===== config.mk =====
export PLATFORM = sky130hd
export DESIGN_NAME = spm_driver
export DESIGN_NICKNAME = d
export VERILOG_FILES = /design/src/rtl/spm_driver.sv
export SDC_FILE = /design/constraint.sdc
export NUM_CORES = 1
export LEC_CHECK = 0
export CAP_MARGIN = 40
export CORE_UTILIZATION = 45
export CTS_CLUSTER_SIZE = 14
export DETAILED_ROUTE_END_ITERATION = 10
export PLACE_DENSITY = 0.76
export SLEW_MARGIN = 20
export SYNTH_ARGS = -nofsm -noshare
export SYNTH_HDL_FRONTEND = slang
export SYNTH_SLANG_ARGS = --single-unit
export TNS_END_PERCENT = 1

===== constraint.sdc =====
create_clock -name clk -period 1.8 [get_ports clk]
set_clock_uncertainty 0.1 [all_clocks]
set_input_delay 0.54 -clock clk [delete_from_list [all_inputs] [get_ports clk]]
set_output_delay 0.54 -clock clk [all_outputs]
set_load 0.02 [all_outputs]

===== src/rtl/spm_driver.sv =====
// Operand driver and product collector for the spm serial-parallel multiplier.
// Holds x in parallel, streams sign-extended y LSB-first, and gathers the serial product.
module spm_driver #(
    parameter int unsigned WIDTH = 32,
    parameter int unsigned P_LAT = 1
) (
    input  logic               clk,
    input  logic               rst,
    input  logic               in_valid,
    output logic               in_ready,
    input  logic [WIDTH-1:0]   in_x,
    input  logic [WIDTH-1:0]   in_y,
    output logic [WIDTH-1:0]   spm_x,
    output logic               spm_y,
    output logic               spm_clr,
    input  logic               spm_p,
    output logic               out_valid,
    input  logic               out_ready,
    output logic [2*WIDTH-1:0] out_p
);

    localparam int unsigned PW     = 2 * WIDTH;
    localparam int unsigned NSHIFT = PW + P_LAT;
    localparam int unsigned CW     = $clog2(NSHIFT + 1);

    typedef enum logic [1:0] {StIdle, StClear, StShift, StDone} state_e;

    state_e            state_q;
    logic [WIDTH-1:0]  y_sh_q;
    logic [PW-1:0]     prod_q;
    logic [CW-1:0]     cnt_q;

    // y_sh_q resets to zero, so spm_y is zero out of reset as well.
    assign spm_y = y_sh_q[0];

    always_ff @(posedge clk) begin
        if (rst) begin
            state_q   <= StIdle;
            in_ready  <= 1'b1;
            out_valid <= 1'b0;
            out_p     <= '0;
            spm_x     <= '0;
            spm_clr   <= 1'b0;
            y_sh_q    <= '0;
            prod_q    <= '0;
            cnt_q     <= '0;
        end else begin
            unique case (state_q)
                StIdle: begin
                    if (in_valid) begin
                        spm_x    <= in_x;
                        y_sh_q   <= in_y;
                        in_ready <= 1'b0;
                        spm_clr  <= 1'b1;
                        state_q  <= StClear;
                    end
                end
                StClear: begin
                    spm_clr <= 1'b0;
                    cnt_q   <= '0;
                    state_q <= StShift;
                end
                StShift: begin
                    // Arithmetic shift keeps feeding the sign bit once y is exhausted.
                    y_sh_q <= {y_sh_q[WIDTH-1], y_sh_q[WIDTH-1:1]};
                    cnt_q  <= cnt_q + 1'b1;
                    // spm_p lags spm_y by P_LAT cycles; earlier bits are stale.
                    if (cnt_q >= CW'(P_LAT)) begin
                        prod_q <= {spm_p, prod_q[PW-1:1]};
                    end
                    if (cnt_q == CW'(NSHIFT - 1)) begin
                        out_p     <= {spm_p, prod_q[PW-1:1]};
                        out_valid <= 1'b1;
                        state_q   <= StDone;
                    end
                end
                StDone: begin
                    if (out_ready) begin
                        out_valid <= 1'b0;
                        in_ready  <= 1'b1;
                        state_q   <= StIdle;
                    end
                end
                default: begin
                    state_q <= StIdle;
                end
            endcase
        end
    end

endmodule


==> key figures, run 1 <==
Power and ir drop
  • Overall Power: around 12 mW
  • Max rail drop VDD: around 0.87 mV
  • Power per cell area: between 1000 and 1500 nW/um^2
  • Leak: roughly 3.8 nW

Synthesis
  • Cell taking the most area after synthesis: dfxtp_1
  • Post-Synth XOR/XNOR Area: less than 1%
  • Flops & latches, synth: between 200 and 250
  • Most common cell in the netlist: nand2_1
  • Syn avg cell area: 8.22 um^2
  • Post-synthesis sequential area ratio: a little over half
  • Post-Syn Nets: 989
  • Predominant post-synthesis flop cell: dfxtp_1
  • Mux cell area share after synthesis: 4.27%
  • Synth area leaders: dfxtp_1, nand2_1, a21oi_1
  • Number of synthesized flops with an enable pin: 0
  • Synth Cell Area: 7500 um^2
  • Mapped Cells: ~900
  • Ys async rst share: 0%
  • Proportion of netlist area held by the largest area contributor: between 50% and 60%
  • Netlist cell types: 30
  • Compound-Gate Fraction of Synth Area: between 15 and 20%
  • Top cells by count, synth: nand2_1, dfxtp_1, a21oi_1
  • Yosys Warn Count: 0
  • Main combinational cell family by area after synthesis: simple AND/OR/NAND/NOR gates
  • Adder-cell share of the synthesized area: approximately 1.3%
  • Post-Synth Simple-Gate Area: 19.6%

Timing
  • Worst slew pin tran: 0.306 ns
  • Setup_tns: -5.82 ns
  • Period utilisation layout: 109%
  • Slew Limit Fails: 0
  • RSZ-0062 raised after global routing: true
  • Final worst setup slack: -0.154 ns
  • Fmax: ~510 MHz
  • Slew margin rel.: about four fifths
  • Setup violators final: 104
  • Final hold violation count: 0
  • Tmin final: a little under 2 ns

Global routing
  • Total congestion overflow: 0
  • GR Layer Usage met3: under 10%
  • First-pass GRT wire length: ~28000 um
  • Largest net degree at the start of global routing: 43
  • Initial antenna violation count: 0
  • Vias in the first global route: 6027
  • Total global routing track utilization: 20.0%
  • Most Crowded Layer GR: met2
  • Grt met2 use: about a third
  • M1 GR Usage: 24.7%

Route
  • Avg WL per Cell: approximately 14 um
  • DRT Pass-1 Iters: 5
  • Via density per instance: roughly 5.0
  • Iteration-0 DRC Markers: between 300 and 400
  • Antenna Violating Nets Remaining: 0
  • Vias: around 6.6k
  • DRC viols: 0
  • Post-Route WL: roughly 18000 um

Floorplanning
  • Die H: between 100 and 150 um
  • Site row count: 46
  • Num ports: about 170
  • Die extent in x: approximately 130 um
  • Initial Utilization: 46.7%
  • Core Area: roughly 16000 um^2
  • Die area: ~17000 um^2

CTS
  • H-tree depth: 1
  • CTS tree: done
  • Num CTS Buffers: 22
  • CTS root buf: clkbuf_16
  • Num Clock Sinks: 203
  • Cts hold-fix bufs: 0
  • Worst skew pair latency: 0.50 ns
  • Clock Pin Slew Worst Setup and Hold Paths: approximately 0.060 ns
  • Max clock buf depth: 3

Finish
  • Design area: approximately 11000 um^2
  • FF/Latch Area: between 4000 and 5000 um^2
  • Antenna diode instance count: 0
  • Area Growth Syn to Fin: 42.8%
  • Filler instances: 1309
  • Area of the multi-input gates: about 3200 um^2
  • Layout cell share with drive strength beyond 1: between 10 and 15%
  • Final nets: between 1k and 1.5k
  • Post-Layout Cell Count: 1318

Worst setup path
  • Critical path type: reg2reg
  • Worst R2R Path Depth: 7
  • Worst Path Required: between 2 and 2.5 ns
  • Arrival time at the worst endpoint: roughly 2.3 ns
  • Crit path capture type: flop
  • Crit. Startpoint: cnt_q[5]
  • Largest fanout on the critical path: 13
  • CP Launch Type: flop
  • R2r startpoint: cnt_q[5]

Min path
  • Hold depth: 2
  • Hold/Removal Path Class: in2reg
  • Origin of the worst min-delay path: rst

Place
  • Routability Congestion: ~0.78
  • DP Cell Count: around 1.3k
  • # port buffers: around 170
  • Hpwl dp: 11100 um
  • Dpl cell area: ~9700 um^2

Run
  • Max-Cap Viols: 0

Outcome
  • Outcome: finished with violations
  • Failing checks: negative setup slack
==> registers in the layout, indices dropped and copies added (netlist names), 2 cells and up <==
signal / count
spm_x: 32
prod_q: 63
state_q: 2
out_p: 64
y_sh_q: 32
cnt_q: 7
==> worst max-delay path: stages (launching register included) <==
cell and delay (ns):
dfxtp_2 0.32, or4_4 0.54, buf_6 0.15, nor3_4 0.16, buf_6 0.20, clkbuf_16 0.19, nand2_1 0.07, a21oi_1 0.16
==> metal layers <==
layer,vias to the layer above,wire length [um]
met1,3034,7730
met5,-,0
met2,178,8590
li1,3349,-
met4,0,369
met3,30,1150
==> power by group <==
part | switching (mW) | total [mW] | leakage [nW] | internal (mW)
registers | 0.171 | 4.99 | 1.65 | 4.82
logic | 1.26 | 2.32 | 1.75 | 1.07
clock network | 1.79 | 4.58 | 0.373 | 2.80
total | 3.22 | 11.9 | 3.77 | 8.68
==> layout make-up <==
cell class	count	share of cell area (%)
Tap cell	216	2.52
Timing Repair Buffer	218	22.3
Clock buffer	31	6.02
Sequential cell	203	38.0
Clock inverter	9	1.05
Inverter	6	0.210
Multi-Input combinational cell	635	29.9
==> per-stage QoR <==
stage / util [%] / setup slack, ns / hold WS, ns
floorplan: - / -0.0955 / 0.332
global placement: 60.4 / -0.106 / 0.337
detailed placement: 60.4 / -0.171 / 0.344
CTS: 65.4 / -0.153 / 0.273
global route: 66.7 / -0.224 / 0.271
finish: 66.7 / -0.154 / 0.277
==> placed cells by master, fill, tap and decap left out, types with 24 or more instances in the layout <==
cell type        instances
nand2_1                326
nor2_1                  39
clkdlybuf4s15_1         57
a21oi_1                145
buf_4                   24
clkdlybuf4s15_2         39
clkbuf_16               25
mux2i_1                 32
dfxtp_1                200
clkdlybuf4s50_1         67
a211oi_1                31
==> logic make-up after synthesis <==
family | after synthesis
fa+ha+maj | 8
buf+inv | 74
xor+xnor | 5
mux | 32
simple gates | 380
compound gates | 210
flops | 203
==> final timing paths <==
path	endpoint	slack [ns]
setup / recovery	out_p[10]	-0.15
setup reg to reg	out_p[10]	-0.15
hold / removal	out_p[46]	0.28
hold reg to reg	out_p[38]	0.35
==> repair_timing <==
| action | CTS | global route |
|---|---|---|
| setup buffers | 0 | 2 |
| endpoints found under the setup margin | 230 | 233 |
| cloned | 0 | 3 |
| pin swaps | 1 | 41 |
| gates resized for setup | 244 | 34 |
No activity file was read; power rests on OpenSTA's default activity.
==> inputs of run 2 (changes only) <==
PLACE_DENSITY = unset   (was 0.76)
PLACE_DENSITY_LB_ADDON = 0.25   (was unset)
==> run 2 against run 1 <==
Compared with the run above: the flow still finishes with violations (negative setup slack); register-to-register slack gained 0.10 ns; count of clock-buffer cells in the layout is 2 lower; die area unchanged; highest routed layer unchanged.
==> key figures, run 2 (same netlist as run 1, synthesis figures left out) <==
Outcome
  • Outcome: finished with violations
  • Failing checks: negative setup slack

Route
  • Avg WL per Cell: ~14 um
  • Via density per instance: roughly 5
  • DRT Pass-1 Iters: 5
  • Iteration-0 DRC Markers: between 300 and 400
  • Vias: roughly 6.7k
  • Post-Route WL: between 15000 and 20000 um
  • Antenna Violating Nets Remaining: 0
  • DRC viols: 0

CTS
  • Cts hold-fix bufs: 0
  • CTS tree: done
  • H-tree depth: 1
  • Worst skew pair latency: a little under 0.5 ns
  • Max clock buf depth: 3
  • CTS root buf: clkbuf_16
  • Clock Pin Slew Worst Setup and Hold Paths: roughly 0.060 ns
  • Num Clock Sinks: 203
  • Num CTS Buffers: 22

Finish
  • Biggest regs: out_p: 64 flops, prod_q: 63 flops
  • Most common cell after layout, fill and taps aside: nand2_1
  • Design area: around 10000 um^2
  • Area Growth Syn to Fin: 38.3%
  • Most frequent cells in the layout: nand2_1, dfxtp_1, a21oi_1, clkbuf_2, clkdlybuf4s50_1
  • Most flops, register: out_p
  • Final nets: 1165
  • Antenna diode instance count: 0
  • Largest register FFs: 64
  • Util after Layout: 64.6%
  • Layout cell share with drive strength beyond 1: ~22%

Power and ir drop
  • Max rail drop VDD: between 0.7 and 0.8 mV
  • Power per cell area: 1170 nW/um^2
  • Clock network power share: between 30% and 40%
  • Sw Pwr: between 3 and 4 mW
  • Gate power share: approximately a fifth
  • Leak: slightly below 4 nW
  • Sw Share: ~27%
  • Flop pwr share: about two fifths
  • Pint: just under 9 mW

Worst setup path
  • Largest fanout on the critical path: 16
  • FF-to-FF setup slack: -0.05 ns
  • R2r startpoint: cnt_q[1]
  • Worst R2R Path Depth: 8
  • Worst Path Required: 2.12 ns
  • Crit path capture type: flop
  • Arrival time at the worst endpoint: between 2 and 2.5 ns
  • CP Launch Type: flop
  • Crit. Startpoint: cnt_q[1]
  • Critical Path End: prod_q[9]
  • RR Endpoint: prod_q[9]
  • Critical path type: reg2reg

Place
  • Routability Congestion: roughly 0.73
  • # port buffers: around 170
  • Dpl cell area: ~9700 um^2
  • Worst slack at placement: -0.163 ns
  • Hpwl dp: between 10000 and 15000 um

Run
  • Max-Cap Viols: 0

Timing
  • Slew Limit Fails: 0
  • RSZ-0062 raised after global routing: true
  • Final hold violation count: 0
  • Worst slew pin tran: slightly below 0.4 ns
  • Tmin final: 1.85 ns
  • Final worst setup slack: -0.0528 ns
  • Setup violators final: 110
  • Period utilisation layout: 103%
  • Fmax: between 500 and 600 MHz
  • Slew margin rel.: about three quarters

Global routing
  • Total congestion overflow: 0
  • First-pass GRT wire length: 28100 um
  • Total global routing track utilization: 20.1%
  • Largest net degree at the start of global routing: 65
  • Vias in the first global route: ~5.9k
  • Initial antenna violation count: 0

Floorplanning
  • Initial Utilization: between 40 and 50%
  • Die area: ~17000 um^2
  • Site row count: 46
  • Core Area: 16100 um^2
  • Die H: about 130 um
  • Die extent in x: between 100 and 150 um
  • Num ports: between 150 and 200

Min path
  • Hold/Removal Path Class: in2reg
==> run 2: cell type report <==
class                      count  area, um^2
inverter                       6        22.5
clock inverter                11         165
tap                          216         270
sequential                   203        4070
multi-input combinational    635        3320
fill                        1413        5690
timing repair buffer         220        1900
clock buffer                  29         618
==> run 2: worst max-delay path, stage by stage, from the launching register on <==
cell and delay (ns):
dfxtp_2 0.34, inv_2 0.04, ha_2 0.15, or4_4 0.44, o21ai_4 0.20, buf_12 0.15
clkbuf_16 0.17, nand2_1 0.06, a21oi_1 0.14
==> run 2: worst min path at each step <==
| stage | from | to | slack [ns] | depth (start not counted) |
|---|---|---|---|---|
| 4_1_cts | rst | out_p[59] | 0.31 | 2 |
| 3_5_place_dp | out_p[8] | out_p[8] | 0.34 | 2 |
| 2_1_floorplan | y_sh_q[31] | y_sh_q[31] | 0.33 | 2 |
| 3_3_place_gp | out_p[25] | out_p[25] | 0.34 | 2 |
| 5_1_grt | rst | prod_q[53] | 0.34 | 2 |
| 6_report | rst | prod_q[53] | 0.33 | 2 |
==> run 2: repair_timing <==
action | 4_1_cts | 5_1_grt
cloned | 0 | 5
setup endpoints to repair | 230 | 262
pin swaps | 1 | 79
gates resized for setup | 110 | 256
buffers inserted | 0 | 4
==> run 2: stage by stage <==
step | hold slack (ns) | power [mW] | TNS [ns] | std cells
final | 0.331 | 12.1 | -2.23 | 1320
after global routing | 0.338 | 12.7 | -12.36 | 1320
after detailed placement | 0.344 | 7.38 | -15.90 | 1271
after CTS | 0.314 | 12.1 | -9.09 | 1311
after floorplan | 0.332 | 6.41 | -11.02 | 912
after global placement | 0.339 | 7.34 | -10.42 | 1271
==> run 2: layer usage <==
metal | vias up | share of wire [%] | global-route usage [%]
met5 | - | 0 | 0
met4 | 0 | 1.8 | 4.87
met3 | 29 | 6.9 | 6.17
met2 | 167 | 47 | 33.1
met1 | 3121 | 44 | 25.7
li1 | 3357 | - | -
==> run 2: power groups by stage <==
stage / combinational, mW / sequential, mW / clock (mW)
detailed placement: 2.29 / 5.09 / 0
floorplan: 1.20 / 5.21 / 0
global placement: 2.25 / 5.08 / 0
CTS: 2.24 / 4.99 / 4.88
finish: 2.32 / 5.01 / 4.79
global route: 2.55 / 5.04 / 5.09
==> inputs of run 3 (changes only) <==
CORE_UTILIZATION = 50   (was 45)
clock period = 2.1 ns   (was 1.8 ns; I/O delays follow)
==> run 3 against run 2 <==
Compared with the run above: flip-flop and latch count did not move; global-route usage up 0.84 points; hold slack gained 0.017 ns; wire length fell by 9.5%; register-to-register slack better by 0.12 ns; critical path type unchanged; die area decreased by 9.9%; critical endpoint is now out_p[27]; via count shrank 3.5%; count of clock-buffer cells in the layout is 6 higher; fmax decreased by 9.0%; the flow now finishes without violations; largest cell class unchanged.
==> key figures, run 3 (same netlist as run 1, synthesis figures left out) <==
CTS
  • Max clock buf depth: 3
  • Num CTS Buffers: 21
  • H-tree depth: 1
  • Num Clock Sinks: between 200 and 250
  • Clock Pin Slew Worst Setup and Hold Paths: ~0.060 ns
  • CTS tree: done
  • CTS root buf: clkbuf_16
  • Cts hold-fix bufs: 0
  • Worst skew pair latency: 0.48 ns

Finish
  • Final nets: about 1.1k
  • Biggest regs: out_p: 64 flops, prod_q: 63 flops
  • Layout cell share with drive strength beyond 1: 5.94%
  • Filler instances: roughly 1.2k
  • Most common cell after layout, fill and taps aside: nand2_1
  • Most flops, register: out_p
  • Area Growth Syn to Fin: 34.5%
  • Antenna diode instance count: 0
  • Most frequent cells in the layout: nand2_1, dfxtp_1, a21oi_1, dlygate4sd2_1, clkdlybuf4s50_1
  • Largest register FFs: 64

Route
  • DRC viols: 0
  • Via density per instance: between 5 and 6
  • Vias: around 6.4k
  • Iteration-0 DRC Markers: 339
  • Avg WL per Cell: 13.1 um
  • Post-Route WL: 16500 um
  • DRT Pass-1 Iters: 5
  • Antenna Violating Nets Remaining: 0

Worst setup path
  • FF-to-FF setup slack: about 0.064 ns
  • CP Launch Type: flop
  • Worst Path Required: between 2 and 2.5 ns
  • Arrival time at the worst endpoint: between 2 and 2.5 ns
  • R2r startpoint: cnt_q[2]
  • Critical path type: reg2reg
  • Largest fanout on the critical path: 16
  • Crit. Startpoint: cnt_q[2]
  • Crit path capture type: flop
  • RR Endpoint: out_p[27]
  • Worst R2R Path Depth: 7
  • Critical Path End: out_p[27]

Run
  • Max-Cap Viols: 0

Min path
  • Hold/Removal Path Class: reg2reg
  • Hold depth: 2

Timing
  • Period utilisation layout: between 90% and 100%
  • Slew Limit Fails: 0
  • Final hold violation count: 0
  • Slew margin rel.: between 70% and 80%
  • Hold WS: between 0.3 and 0.4 ns
  • Setup violators final: 0
  • RSZ-0062 raised after global routing: true
  • Worst slew pin tran: 0.403 ns
  • Fmax: 491 MHz
  • Tmin final: ~2 ns
  • Final worst setup slack: between 0.06 and 0.07 ns
  • Setup_tns: 0 ns

Outcome
  • Outcome: finished clean

Place
  • Hpwl dp: ~10000 um
  • Routability Congestion: about 0.73
  • Worst slack at placement: ~0.017 ns
  • # port buffers: roughly 170

Floorplanning
  • Core Area: around 15000 um^2
  • Site row count: 44
  • Num ports: roughly 170
  • Die H: between 100 and 150 um
  • Die extent in x: 124 um
  • Initial Utilization: between 50 and 60%
  • Die area: between 15000 and 20000 um^2

Global routing
  • Total global routing track utilization: 20.9%
  • Largest net degree at the start of global routing: between 60 and 70
  • Initial antenna violation count: 0
  • First-pass GRT wire length: 27900 um
  • Total congestion overflow: 0
  • Vias in the first global route: 6156

Power and ir drop
  • Power per cell area: between 900 and 1000 nW/um^2
  • Overall Power: roughly 9.6 mW
  • Max rail drop VDD: just under 0.7 mV
  • Leak: roughly 4 nW
## run 3: cell types whose count changed in the layout (fill, tap and decap cells not counted), sizes merged
cell / before / now
dlygate4sd2: 0 / 100
clkdlybuf4s15: 8 / 0
clkbuf: 121 / 36
buf: 53 / 29
clkinvlp: 1 / 0
clkinv: 5 / 0
bufinv: 4 / 1
## run 3: repair_timing
action	in CTS	in global routing
setup buffers	0	2
endpoints found under the setup margin	100	14
cloned	0	3
gates resized for setup	100	4
pin swaps	0	1
## run 3: worst min path at each step
stage,from,to,slack [ns]
final,out_p[38],out_p[38],0.35
after global routing,out_p[38],out_p[38],0.37
after CTS,out_p[59],out_p[59],0.35
after detailed placement,out_p[59],out_p[59],0.35
after global placement,spm_x[5],spm_x[5],0.34
after floorplan,y_sh_q[31],y_sh_q[31],0.33
## run 3: where the power goes
group	switching (mW)	total (mW)	internal, mW
Combinational	1.01	1.77	0.756
Clock	1.41	3.56	2.15
Sequential	0.162	4.30	4.13
## run 3: per-stage QoR
stage / std cells / area, um^2 / util (%)
2_1_floorplan: 912 / 7500 / -
3_3_place_gp: 1220 / 9460 / 64.8
3_5_place_dp: 1220 / 9460 / 64.8
4_1_cts: 1257 / 10000 / 68.6
5_1_grt: 1262 / 10100 / 69.1
6_report: 1262 / 10100 / 69.1
## run 3: critical path, cell delays in order, from the launching register on
cell and delay, ns:
dfxtp_1 0.31, or4_1 0.55, buf_4 0.19, nor3_4 0.27
buf_12 0.16, buf_8 0.17, nand2_1 0.08, a21oi_1 0.14
## run 3: layout make-up
class                           instances  area, um^2  area share (%)
Tap cell                              184         230            2.28
Sequential cell                       203        4060            40.3
Clock buffer                           35         628            6.23
Clock inverter                          2        38.8           0.385
Multi-Input combinational cell        635        3100            30.8
Inverter                                6        22.5           0.223
Timing Repair Buffer                  197        1990            19.8
## run 3: layer usage
layer  track usage (%)  vias to the layer above  part of all wire [%]
met5                 0                        -                     0
met4              5.10                        0                   1.7
met3              5.24                       23                   5.9
met2              36.3                      147                    48
met1              25.9                     2966                    44
li1                  -                     3305                     -
==> patch 1, RTL diff (settings of run 2) <==
Change the parameter `WIDTH` from 32 to 16.
--- a/src/rtl/spm_driver.sv
+++ b/src/rtl/spm_driver.sv
@@ -1,7 +1,7 @@
 // Operand driver and product collector for the spm serial-parallel multiplier.
 // Holds x in parallel, streams sign-extended y LSB-first, and gathers the serial product.
 module spm_driver #(
-    parameter int unsigned WIDTH = 32,
+    parameter int unsigned WIDTH = 16,
     parameter int unsigned P_LAT = 1
 ) (
     input  logic               clk,
Interface: changed (resized in_x, in_y, out_p and spm_x); port bits go from 169 to 89. The function was not compared with the original's and may differ.
==> patch 1 against run 2 <==
Power decreased by 50%. Area after synthesis decreased by 46%. Register-to-register slack improved by 0.12 ns. Worst setup slack improved by 0.10 ns. Critical endpoint is now out_valid. Sequential cell count decreased by 97. Via count decreased by 48%. Cell area decreased by 49%. First-iteration DRC count decreased by 73%. Critical path type is now flip-flop to primary output. Wire length decreased by 53%. Combinational power decreased by 25%.
==> patch 1: results (changes against run 2) <==
io_buffer_count: 88  # was 168
ir_drop_uv: 646  # was 725 uV
dr.pass1.iters: 4  # was 5
ctsRootBufferMaster: "clkbuf_8"  # was clkbuf_16
path_delay_family: "flip-flops"  # was simple AND/OR/NAND/NOR gates
grt_util_all_layers: 0.185  # was 0.201
ys_top_cells_by_count: "nand2_1 (165), dfxtp_1 (106), a21oi_1 (84), nor2_1 (24), clkbuf_1 (21)"  # was nand2_1 (327), dfxtp_1 (203), a21oi_1 (167), clkbuf_1 (42), nor2_1 (39)
syn-num-nets: 533  # was 989
max_slew_margin: 0.733  # was 0.744
final_layout_size_suffix_gt1_frac: 0.0727  # was 0.224
clkTransAtPathRegs_ns: 0.09  # was 0.06 ns
nNetsFinal: 621  # was 1165
cp.arrival_ns: 1.11  # was 2.18 ns
post-route-util: 0.606  # was 0.646
ys_types: 28  # was 30
clock_latency_ns: 0.36  # was 0.49 ns
wl_met1_um: 3810  # was 8020 um
slowest_stage: "dfxtp_1"  # was or4_4
globalRouteMet2Util: 0.315  # was 0.331
h-tree-depth: 3  # was 1
synth_area_leaders: "dfxtp_1 (52%), nand2_1 (15%), a21oi_1 (10%)"  # was dfxtp_1 (54%), nand2_1 (16%), a21oi_1 (11%)
dpl-instance-area_um2: 5140  # was 9660 um2
finalNonFillerCells: 686  # was 1320
syn-instance-count: 487  # was 912
cts_buffers: 9  # was 22
fillCellCount: 784  # was 1413
viasPerCell: 5.04  # was 5.06
wl_met2_um: 3990  # was 8630 um
synth_compound_area_frac: 0.152  # was 0.153
wl_met3_um: 590  # was 1260 um
routed_wl_um: 8500  # was 18200 um
grt_pass1_vias: 3247  # was 5919
grt_pass1_wl_um: 14500  # was 28100 um
clk_path_buf_depth: 2  # was 3
hp-class: "flip-flop to flip-flop"  # was input port to flip-flop
power.static_leakage_nw: 2.10  # was 3.86 nW
use_met3: 0.0568  # was 0.0617
drtIter0Drc: 104  # was 384
status: "finished clean"  # was finished, violations left
dp.cells: 672  # was 1271
top_regs: "out_p x32, prod_q x31"  # was out_p x64, prod_q x63
synth.area.mux_share: 0.0418  # was 0.0427
grt_max_degree: 37  # was 65
crit_fanout: 3  # was 16
dp_hpwl_um: 5880  # was 11100 um
critPathMaxStageDelay_ns: 0.39  # was 0.44 ns
gp_congestion: 0.754  # was 0.731
synthAdderAreaFrac: 0.0277  # was 0.0134
-- patch 1: cell count changes in the layout (fill, tap and decap cells not counted), sizes merged, moves of 16 or more --
cell / change
a21oi: -83
nand2: -162
dlygate4sd2: +52
clkdlybuf4s50: -32
a211oi: -16
buf: -30
clkbuf: -112
dfxtp: -97
-- patch 1: path summary, 6_finish.rpt --
check             startpoint         to  slack (ns)  cells past startpoint
setup reg to reg    cnt_q[2]  out_p[17]        0.07                      5
setup / recovery   out_valid  out_valid        0.05                      1
hold reg to reg     out_p[6]   out_p[6]        0.36                      2
hold / removal      out_p[6]   out_p[6]        0.36                      2
-- patch 1: timing repair --
| item | in CTS | in global routing |
|---|---|---|
| hold buffers | 0 | 0 |
| setup endpoints to repair | 52 | 43 |
| resized for setup | 52 | 4 |
| gates cloned | 0 | 0 |
-- patch 1: layout make-up --
cell class | count | share of cell area
Inverter | 7 | 0.00497
Clock buffer | 9 | 0.0234
Tap cell | 108 | 0.0256
Timing Repair Buffer | 110 | 0.198
Multi-Input combinational cell | 341 | 0.331
Clock inverter | 5 | 0.0154
Sequential cell | 106 | 0.401
-- patch 1: power breakdown --
| part | total [mW] | internal, mW | switching (mW) |
|---|---|---|---|
| Sequential | 2.75 | 2.60 | 0.146 |
| Clock | 1.54 | 0.769 | 0.775 |
| Combinational | 1.74 | 0.756 | 0.987 |
| Total | 6.03 | 4.13 | 1.91 |
-- patch 1: per-stage QoR --
step	worst slack [ns]	hold slack (ns)
6_report	0.0481	0.355
5_1_grt	0.00351	0.375
4_1_cts	0.00756	0.358
3_5_place_dp	-0.120	0.347
3_3_place_gp	-0.0374	0.341
2_1_floorplan	0.107	0.332
==> patch 2, RTL diff (settings of run 2) <==
Without the edit above. Encoding of `state_e`: now one-hot (4 bits for 4 states).
--- a/src/rtl/spm_driver.sv
+++ b/src/rtl/spm_driver.sv
@@ -23,7 +23,7 @@
     localparam int unsigned NSHIFT = PW + P_LAT;
     localparam int unsigned CW     = $clog2(NSHIFT + 1);
 
-    typedef enum logic [1:0] {StIdle, StClear, StShift, StDone} state_e;
+    typedef enum logic [3:0] {StIdle = 4'b0001, StClear = 4'b0010, StShift = 4'b0100, StDone = 4'b1000} state_e;
 
     state_e            state_q;
     logic [WIDTH-1:0]  y_sh_q;
Behaviour: same outputs for any inputs over 10 cycles, from zero or initial values and one cycle with rst high; not proved beyond that.
==> patch 2 against run 2 <==
The flow still finishes with violations (setup timing). Wire length increased by 10%. Final cell count decreased by 5.3%. Core utilization decreased by 1.1 points. Worst setup slack got worse by 0.12 ns. Sequential share of layout area decreased by 2.2 points. Maximum frequency decreased by 6.0%. Via count increased by 4.3%. Area after synthesis increased by 8.3%. Non-clock buffer count increased by 14. Cell area increased by 6.9%. Sequential cell count increased by 2. Critical path type unchanged. Critical endpoint is now out_p[45].
Power is not compared: it rests on default switching activity, and its combinational part moved more than twofold at a synthesized area within 25%.
==> patch 2: results (changes against run 2) <==
grt_util_all_layers: 0.215  # was 0.201
nNetsFinal: 1082  # was 1165
synth_area_leaders: "dfxtp_1 (51%), mux2i_1 (7.9%), a31o_1 (5.3%)"  # was dfxtp_1 (54%), nand2_1 (16%), a21oi_1 (11%)
status: "finished, violations left"  # unchanged
fillCellCount: 1453  # was 1413
use_met3: 0.0511  # was 0.0617
synthAdderAreaFrac: 0.00462  # was 0.0134
use_met1: 0.294  # was 0.257
worst_pin_slew_ns: 0.418  # was 0.384 ns
syn-num-nets: 918  # was 989
gp_congestion: 0.792  # was 0.731
wl_met2_um: 9470  # was 8630 um
drtIter0Drc: 387  # was 384
dp_hpwl_um: 12300  # was 11100 um
finalSetupTns_ns: -14.14  # was -2.23 ns
wl_met3_um: 1330  # was 1260 um
final_layout_size_suffix_gt1_frac: 0.233  # was 0.224
violations: "setup timing"  # unchanged
clock_latency_ns: 0.51  # was 0.49 ns
timing.final.ws_setup_ns: -0.172  # was -0.0528 ns
rr_startpoint: "state_q[3]"  # was cnt_q[1]
num_vias: 6963  # was 6674
cp.arrival_ns: 2.26  # was 2.18 ns
slowest_stage: "or4b_4"  # was or4_4
setup_viol: 126  # was 110
post_cts_buffers: 1  # was 0
globalRouteMet2Util: 0.343  # was 0.331
==> patch 2: cell count changes in the layout (fill, tap and decap cells not counted), sizes merged, moves of 27 or more <==
cell,delta
o21ai,+62
mux2i,+32
nand3,+36
nor3,+31
clkbuf,-45
nand2,-320
a21oi,-129
clkdlybuf4s15,+30
nand2b,+63
buf,+27
nor4,+65
a31o,+64
==> patch 2: layout make-up <==
cell class / count / area share
flip-flops and latches: 205 / 0.370
multi-input cells: 540 / 0.330
repair buffers: 234 / 0.200
clock buffers: 27 / 0.0549
well taps: 225 / 0.0254
clock inverters: 12 / 0.0162
inverters: 7 / 0.00237
==> patch 2: stage by stage <==
step / power, mW / setup slack, ns / instances / utilization
6_report: 10.6 / -0.172 / 1250 / 0.635
3_5_place_dp: 5.88 / -0.335 / 1205 / 0.595
3_3_place_gp: 5.87 / -0.265 / 1205 / 0.595
2_1_floorplan: 5.39 / -0.232 / 846 / -
5_1_grt: 11.0 / -0.229 / 1250 / 0.635
4_1_cts: 10.7 / -0.170 / 1246 / 0.646
